<file path="src/rtl/micro_op_sequencer.sv">
// Micro-op sequencer: expands accepted macro ops into the decoder's 5-bit micro-op stream.
// LOAD -> LW_1,LW_2,LW_3; STORE -> SW_1,SW_2; other legal ops pass through in one cycle.
// Optional feature macro: SEQ_PERF_CNT_EN adds perf_issued / perf_stall counters.
module micro_op_sequencer #(
  parameter int unsigned OP_W    = 5,
  parameter int unsigned FIELD_W = 27
`ifdef SEQ_PERF_CNT_EN
  , parameter int unsigned CNT_W = 32
`endif
) (
  input  logic               clk,
  input  logic               rst_n,
  input  logic               in_valid,
  output logic               in_ready,
  input  logic [OP_W-1:0]    in_op,
  input  logic [FIELD_W-1:0] in_fields,
  input  logic               stall,
  input  logic               flush,
  output logic [OP_W-1:0]    opcode_out,
  output logic [FIELD_W-1:0] fields_out,
  output logic               out_valid,
  output logic               out_last,
  output logic               illegal
`ifdef SEQ_PERF_CNT_EN
  , output logic [CNT_W-1:0] perf_issued
  , output logic [CNT_W-1:0] perf_stall
`endif
);

  localparam logic [OP_W-1:0] OpLw1 = 5'b00000;
  localparam logic [OP_W-1:0] OpLw2 = 5'b00001;
  localparam logic [OP_W-1:0] OpLw3 = 5'b00010;
  localparam logic [OP_W-1:0] OpSw1 = 5'b00011;
  localparam logic [OP_W-1:0] OpSw2 = 5'b00100;
  localparam logic [OP_W-1:0] OpNop = 5'b10101;

  // State names the next micro-op to emit.
  typedef enum logic [1:0] {StIdle, StLw2, StLw3, StSw2} state_e;

  state_e             state_q, state_d;
  logic [OP_W-1:0]    op_q, op_d;
  logic [FIELD_W-1:0] fields_q, fields_d;
  logic               valid_q, valid_d;
  logic               last_q, last_d;
  logic               illegal_q, illegal_d;
  logic               accept;
  logic               in_illegal;

  assign in_ready = rst_n && (state_q == StIdle) && !stall && !flush;
  assign accept   = in_valid && in_ready;

  // Micro-only codes and anything above NOP are not valid macro ops.
  assign in_illegal = (in_op == OpLw2) || (in_op == OpLw3) || (in_op == OpSw2) ||
                      (in_op > OpNop);

  // Next-state and next-output selection; flush beats stall beats normal flow.
  always_comb begin
    state_d   = state_q;
    op_d      = op_q;
    fields_d  = fields_q;
    valid_d   = valid_q;
    last_d    = last_q;
    illegal_d = 1'b0;
    if (flush) begin
      state_d = StIdle;
      op_d    = OpNop;
      valid_d = 1'b0;
      last_d  = 1'b0;
    end else if (!stall) begin
      unique case (state_q)
        StIdle: begin
          op_d    = OpNop;
          valid_d = 1'b0;
          last_d  = 1'b0;
          if (accept) begin
            fields_d = in_fields;
            if (in_illegal) begin
              illegal_d = 1'b1;
            end else if (in_op == OpLw1) begin
              op_d    = OpLw1;
              valid_d = 1'b1;
              state_d = StLw2;
            end else if (in_op == OpSw1) begin
              op_d    = OpSw1;
              valid_d = 1'b1;
              state_d = StSw2;
            end else begin
              op_d    = in_op;
              valid_d = 1'b1;
              last_d  = 1'b1;
            end
          end
        end
        StLw2: begin
          op_d    = OpLw2;
          valid_d = 1'b1;
          last_d  = 1'b0;
          state_d = StLw3;
        end
        StLw3: begin
          op_d    = OpLw3;
          valid_d = 1'b1;
          last_d  = 1'b1;
          state_d = StIdle;
        end
        StSw2: begin
          op_d    = OpSw2;
          valid_d = 1'b1;
          last_d  = 1'b1;
          state_d = StIdle;
        end
        default: state_d = StIdle;
      endcase
    end
  end

  // State and registered output stage.
  always_ff @(posedge clk or negedge rst_n) begin
    if (!rst_n) begin
      state_q   <= StIdle;
      op_q      <= OpNop;
      fields_q  <= '0;
      valid_q   <= 1'b0;
      last_q    <= 1'b0;
      illegal_q <= 1'b0;
    end else begin
      state_q   <= state_d;
      op_q      <= op_d;
      fields_q  <= fields_d;
      valid_q   <= valid_d;
      last_q    <= last_d;
      illegal_q <= illegal_d;
    end
  end

  assign opcode_out = op_q;
  assign fields_out = fields_q;
  assign out_valid  = valid_q;
  assign out_last   = last_q;
  assign illegal    = illegal_q;

`ifdef SEQ_PERF_CNT_EN
  logic [CNT_W-1:0] issued_q, stall_cnt_q;

  // Issued counts fresh valid content; stall counts unflushed stall cycles.
  always_ff @(posedge clk or negedge rst_n) begin
    if (!rst_n) begin
      issued_q    <= '0;
      stall_cnt_q <= '0;
    end else begin
      if (!flush && !stall && valid_d) issued_q <= issued_q + CNT_W'(1);
      if (stall && !flush) stall_cnt_q <= stall_cnt_q + CNT_W'(1);
    end
  end

  assign perf_issued = issued_q;
  assign perf_stall  = stall_cnt_q;
`endif

endmodule
</file>
<file path="config.mk">
export PLATFORM = sky130hd
export DESIGN_NAME = micro_op_sequencer
export DESIGN_NICKNAME = d
export VERILOG_FILES = /design/src/rtl/micro_op_sequencer.sv
export SDC_FILE = /design/constraint.sdc
export NUM_CORES = 1
export LEC_CHECK = 0
export BUFFER_PORTS_ARGS = -buffer_cell sky130_fd_sc_hd__buf_2
export CORE_MARGIN = 2
export CORE_UTILIZATION = 46
export DETAILED_ROUTE_END_ITERATION = 6
export PLACE_DENSITY_LB_ADDON = 0.08
export SYNTH_ARGS = -nofsm -noshare
export SYNTH_HDL_FRONTEND = slang
export SYNTH_SLANG_ARGS = --single-unit
export TNS_END_PERCENT = 20
</file>
<file path="constraint.sdc">
create_clock -name clk -period 2.06 [get_ports clk]
set_input_delay 0.206 -clock clk [delete_from_list [all_inputs] [get_ports clk]]
set_output_delay 0.206 -clock clk [all_outputs]
set_load 0.01 [all_outputs]
</file>
# Yosys cells after proc, flatten, opt, wreduce, memory -nomap -nowiden
# Cells that the tools add are included.
# word_totals
input_bits	37
regBits	37
elab_cells	66
out_inout_bits	36
# classes
order_cmp	1
muxes	31
bitwise_logic	2
reduce_logical	15
eq_ne	11
# ops
operator	count
5-bit two-way mux	6
5-bit one-hot mux with 4 select lines	1
1-bit two-way mux	15
2-bit two-way mux	6
5-bit by 2-bit equality test with 1-bit output, second input constant	2
4-bit AND reduction	2
3-bit inequality test, second input constant	2
2-bit one-hot mux with 3 select lines	1
5-bit by 1-bit equality test with 1-bit output, second input constant	1
5-bit by 3-bit equality test with 1-bit output, second input constant	1
5-bit > comparator, second input constant	1
5-bit zero test	1
2-bit equality test, second input constant	2
1-bit logical AND	4
4-bit by 2-bit inequality test with 1-bit output, second input constant	1
1-bit logical OR	3
1-bit one-hot mux with 3 select lines	1
3-bit OR reduction	1
2-bit by 1-bit equality test with 1-bit output, second input constant	1
1-bit zero test	2
2-bit zero test	1
2-bit by 1-bit inequality test with 1-bit output, second input constant	1
1-bit NOT	2
1-bit one-hot mux with 2 select lines	1
2-bit OR reduction	1

# Logic depth before layout (Yosys ltp)
# depth
word_depth	9
ltp_mapped	6
ltp_nobuf	4

# Worst setup path after synthesis
# Ideal clock, no wire load.
# synth_timing
path_type	reg2reg
startpoint	register state_q[1]
endpoint	register op_q[4] (netlist: opcode_out[4])
setup_slack_ns	0.385
t_required_ns	1.977
setup_ns	0.083
period_less_slack_ns	1.675
arrival_ns	1.592
path_stages_with_launch	6
path_cell_list	dfrtp_1 buf_6 nor4b_4 nand2_1 or3b_1 a221o_1
# synth_via
elab_chain_cells	9
# synth_rtl
item	line_no	source
start: declaration	40	state_e state_q, state_d;
start signal: assignment	120	state_q <= StIdle;
start signal: assignment	127	state_q <= state_d;
2-bit zero test	49, 70	
1-bit logical AND (3 in a row)	49	assign in_ready = rst_n && (state_q == StIdle) && !stall && !flush;
1-bit logical AND	50	assign accept = in_valid && in_ready;
5-bit two-way mux	75	if (accept) begin
5-bit one-hot mux with 4 select lines *	70	unique case (state_q)
5-bit two-way mux *	69	end else if (!stall) begin
5-bit two-way mux *	64	if (flush) begin
end signal: assignment	121	op_q <= OpNop;
end signal: assignment	128	op_q <= op_d;
end: declaration	41	logic [OP_W-1:0] op_q, op_d;
# Mark *: on every way between the ends. The rest lies on a longest branch, timed or not. The select of a mux whose other input is x is not followed.
# A chain may end at the register's enable or synchronous reset.

# Worst setup path in the final report
# layout_timing
startpoint	register state_q[1]
endpoint	register fields_q[10] (netlist: fields_out[10])
# layout_via
elab_chain_cells	6
# layout_rtl
item	line_no	source
2-bit zero test *	49, 70	
1-bit logical AND (3 in a row)	49	
1-bit logical AND	50	
4-bit AND reduction (no source line) *	--	
end signal: assignment	129	fields_q <= fields_d;
end: declaration	42	logic [FIELD_W-1:0] fields_q, fields_d;
# Mark *: on every way between the ends. The rest lies on a longest branch, timed or not.

==> impl_metrics.json <==
{
  "async_flop_share_pct": 100.0,
  "power_frac_comb_pct": 21.8,
  "core.rowCount": 21,
  "tightest_slew_ns": 0.4479,
  "cts_tree": "built",
  "layout-drive-gt1-share_pct": 57.14,
  "syn_avg_cell_area_um2": 13.27,
  "htree_levels": 2,
  "slew_headroom_pct": 70.14,
  "p_per_area_nw_per_um2": 879.7,
  "final_nets": 232,
  "min-delay-start": "in_fields[10]",
  "first_global_vias": 1237,
  "seq_area_frac_synth_pct": 58.37,
  "grt_overflow": 0,
  "startpoint": "state_q[1]",
  "crit_path_end_kind": "flop",
  "maxSlewViolCount": 0,
  "critPathBufInv": 1,
  "syn_nets": 157,
  "r2r_start": "state_q[1]",
  "setup_violations": 0,
  "cp_slowest_cell": "dfrtp_1",
  "grt_usage_pct": 18.41,
  "gp_congestion": 0.7996,
  "status": "completed",
  "cts_sinks": 37,
  "grt_pass1_wl_um": 5671,
  "fp.dieArea_um2": 3949,
  "avgRoutedWirePerCell_um": 13.42,
  "io_buffers": 72,
  "setup_tns_ns": 0,
  "leakage_nw": 1.042,
  "cp_data_required_time_ns": 2.30,
  "antenna_found_initial": 0,
  "critical_path_peak_fanout": 30,
  "ys_types": 33,
  "diodes": 0,
  "holdBufCountCts": 1,
  "rsz0062_at_grt": "no",
  "root_buffer": "clkbuf_4",
  "synth_warnings": 0,
  "cp.arrival_ns": 1.99,
  "wirelength_um": 3248,
  "via_per_inst": 5.161,
  "fillers": 298,
  "fin_skew_ns": 0.004822,
  "drv_cap": 0,
  "fin_crit_ns": 1.752,
  "yosys.area.top_type": "dfrtp_1",
  "max-clock-path-buffers": 2,
  "p_switching_mw": 0.4858,
  "clkPwrFrac_pct": 28.7,
  "synthCells": 120,
  "synthDominantCellAreaShare_pct": 53.42,
  "max_stage_delay_ns": 0.50,
  "criticalPathCategory": "flop to flop",
  "cp_cell_sequence": "nor4b_4 -> nand2_1 -> buf_4 -> mux2_1",
  "clk_pin_slew_ns": 0.11,
  "switching_share_pct": 26.46,
  "hp-class": "primary input to flop",
  "first_pass_iters": 5,
  "path_delay_family": "simple AND/OR/NAND/NOR gates",
  "hold_viol": 0,
  "grt_max_degree": 38,
  "total_power_mw": 1.836,
  "cp-start-kind": "flop",
  "synthFlopType": "dfrtp_1",
  "seqPwrFrac_pct": 49.4,
  "drt_iter0_drc": 57,
  "yosys-top-cells-area": "dfrtp_1 (53%), mux2_2 (18%), dfstp_2 (4.9%)",
  "final_util_pct": 62.54,
  "max_freq_mhz": 570.9,
  "core-area_um2": 3337,
  "clock_latency_ns": 0.34,
  "internal-power_mw": 1.350,
  "post_cts_resized": 0,
  "vias": 1249,
  "fp.dieW_um": 62.85,
  "peakVddDrop_v": 0.0005402,
  "synthToLayoutAreaGrowth_pct": 31.03,
  "post_cts_buffers": 0,
  "die_h_um": 62.85,
  "synth_edf_count": 0,
  "cts_buffers": 5,
  "dp.final_hpwl_um": 2374,
  "start_util_pct": 47.73,
  "pin_count": 73,
  "drc_errors": 0,
  "fin_crit_sh_pct": 85.03,
  "syn_area_um2": 1593,
  "ys_ff_latch": 37,
  "ant_nets": 0
}
## layout by cell type, fill, tap and decap left out, types with 2 or more instances in the layout
master     n
mux2_2    25
nor2_1     5
nor3_1     3
nand2_1    5
a221o_1    2
a221oi_1   2
xor2_1     2
mux2_1     2
nand4_1    2
buf_2     72
clkbuf_4   5
dfrtp_1   34
dfstp_2    3
buf_4      3
nor2b_1    3
o21ai_0    2
and2_1     2
a21oi_1    5
## worst reg2reg max path, stage by stage (launching register included)
cell and delay (ns):
dfrtp_1 0.50, nor4b_4 0.40, nand2_1 0.13, buf_4 0.26, mux2_1 0.37
## path summary, 6_finish.rpt
path	end	slack (ns)	depth (start not counted)
worst max-delay path	fields_out[10]	0.31	4
worst min register to register	fields_out[10]	0.50	1
max in group asynchronous	opcode_out[2]	1.28	3
min in group asynchronous	out_last	0.44	3
worst min-delay path	fields_out[10]	0.07	2
worst max register to register	fields_out[10]	0.31	4
## final cells by class
type | instances | area (µm²) | area share [%]
repair buffers | 76 | 392.9 | 18.82
inverters | 1 | 3.754 | 0.1799
well taps | 46 | 57.56 | 2.758
clock inverters | 1 | 30.03 | 1.439
flip-flops and latches | 37 | 929.6 | 44.54
clock buffers | 7 | 55.05 | 2.638
multi-input cells | 74 | 618.1 | 29.62
## flip-flops by register name (all words and copies together), names as in the netlist
register,cells
fields_out,27
illegal,1
opcode_out,5
out_last,1
out_valid,1
state_q,2
## cells in the mapped netlist, types with 2 or more instances
library cell and n:
buf_2 3, mux2_2 25, nor2_1 5, nor3_1 3
nand4_1 2, a21oi_1 5, xor2_1 2, nand2_1 5
dfstp_2 3, a221oi_1 2, mux2_1 2, dfrtp_1 34
and2_1 2, nor2b_1 3, o21ai_0 2, clkbuf_1 4
a221o_1 2
## stage by stage
stage / setup slack, ns / std cells / hold WS, ns / cell area, µm²
final: 0.3084 / 242 / 0.07163 / 2087
after global routing: 0.1962 / 242 / 0.05557 / 2087
after CTS: 0.3332 / 242 / 0.06977 / 2087
after detailed placement: 0.3494 / 233 / 0.2886 / 1992
after global placement: 0.3957 / 233 / 0.2763 / 1992
after floorplan: 0.3850 / 120 / -0.08959 / 1593
## power by group through the flow
stage                     logic [mW]  registers (mW)  clock network [mW]
after global routing           0.441           0.924               0.572
after floorplan                0.142           0.981                   0
after global placement         0.397           0.914                   0
after detailed placement       0.407           0.921                   0
final                          0.401           0.908               0.527
after CTS                      0.408           0.909               0.536
## cells by family (layout without fill, tap and decap cells)
family	after synthesis	in the layout	share of synthesized area (%)
AO/OA/AOI/OAI	19	19	8.642
multiplexers	28	28	19.72
AND/OR/NAND/NOR	25	25	9.348
XOR/XNOR	2	2	1.100
buffers and inverters	9	85	2.827
flip-flops	37	37	58.37
## layer usage
layer / share of wire [%] / up-vias / global-route usage, % / routed length (µm)
met5: 0 / - / 0 / 0
met4: 1.4 / 0 / 5.833 / 46
met3: 8.0 / 7 / 7.027 / 261
met2: 49 / 59 / 32.26 / 1601
met1: 41 / 601 / 20.64 / 1338
li1: - / 582 / - / -
Power figures use the tool's default switching activity.
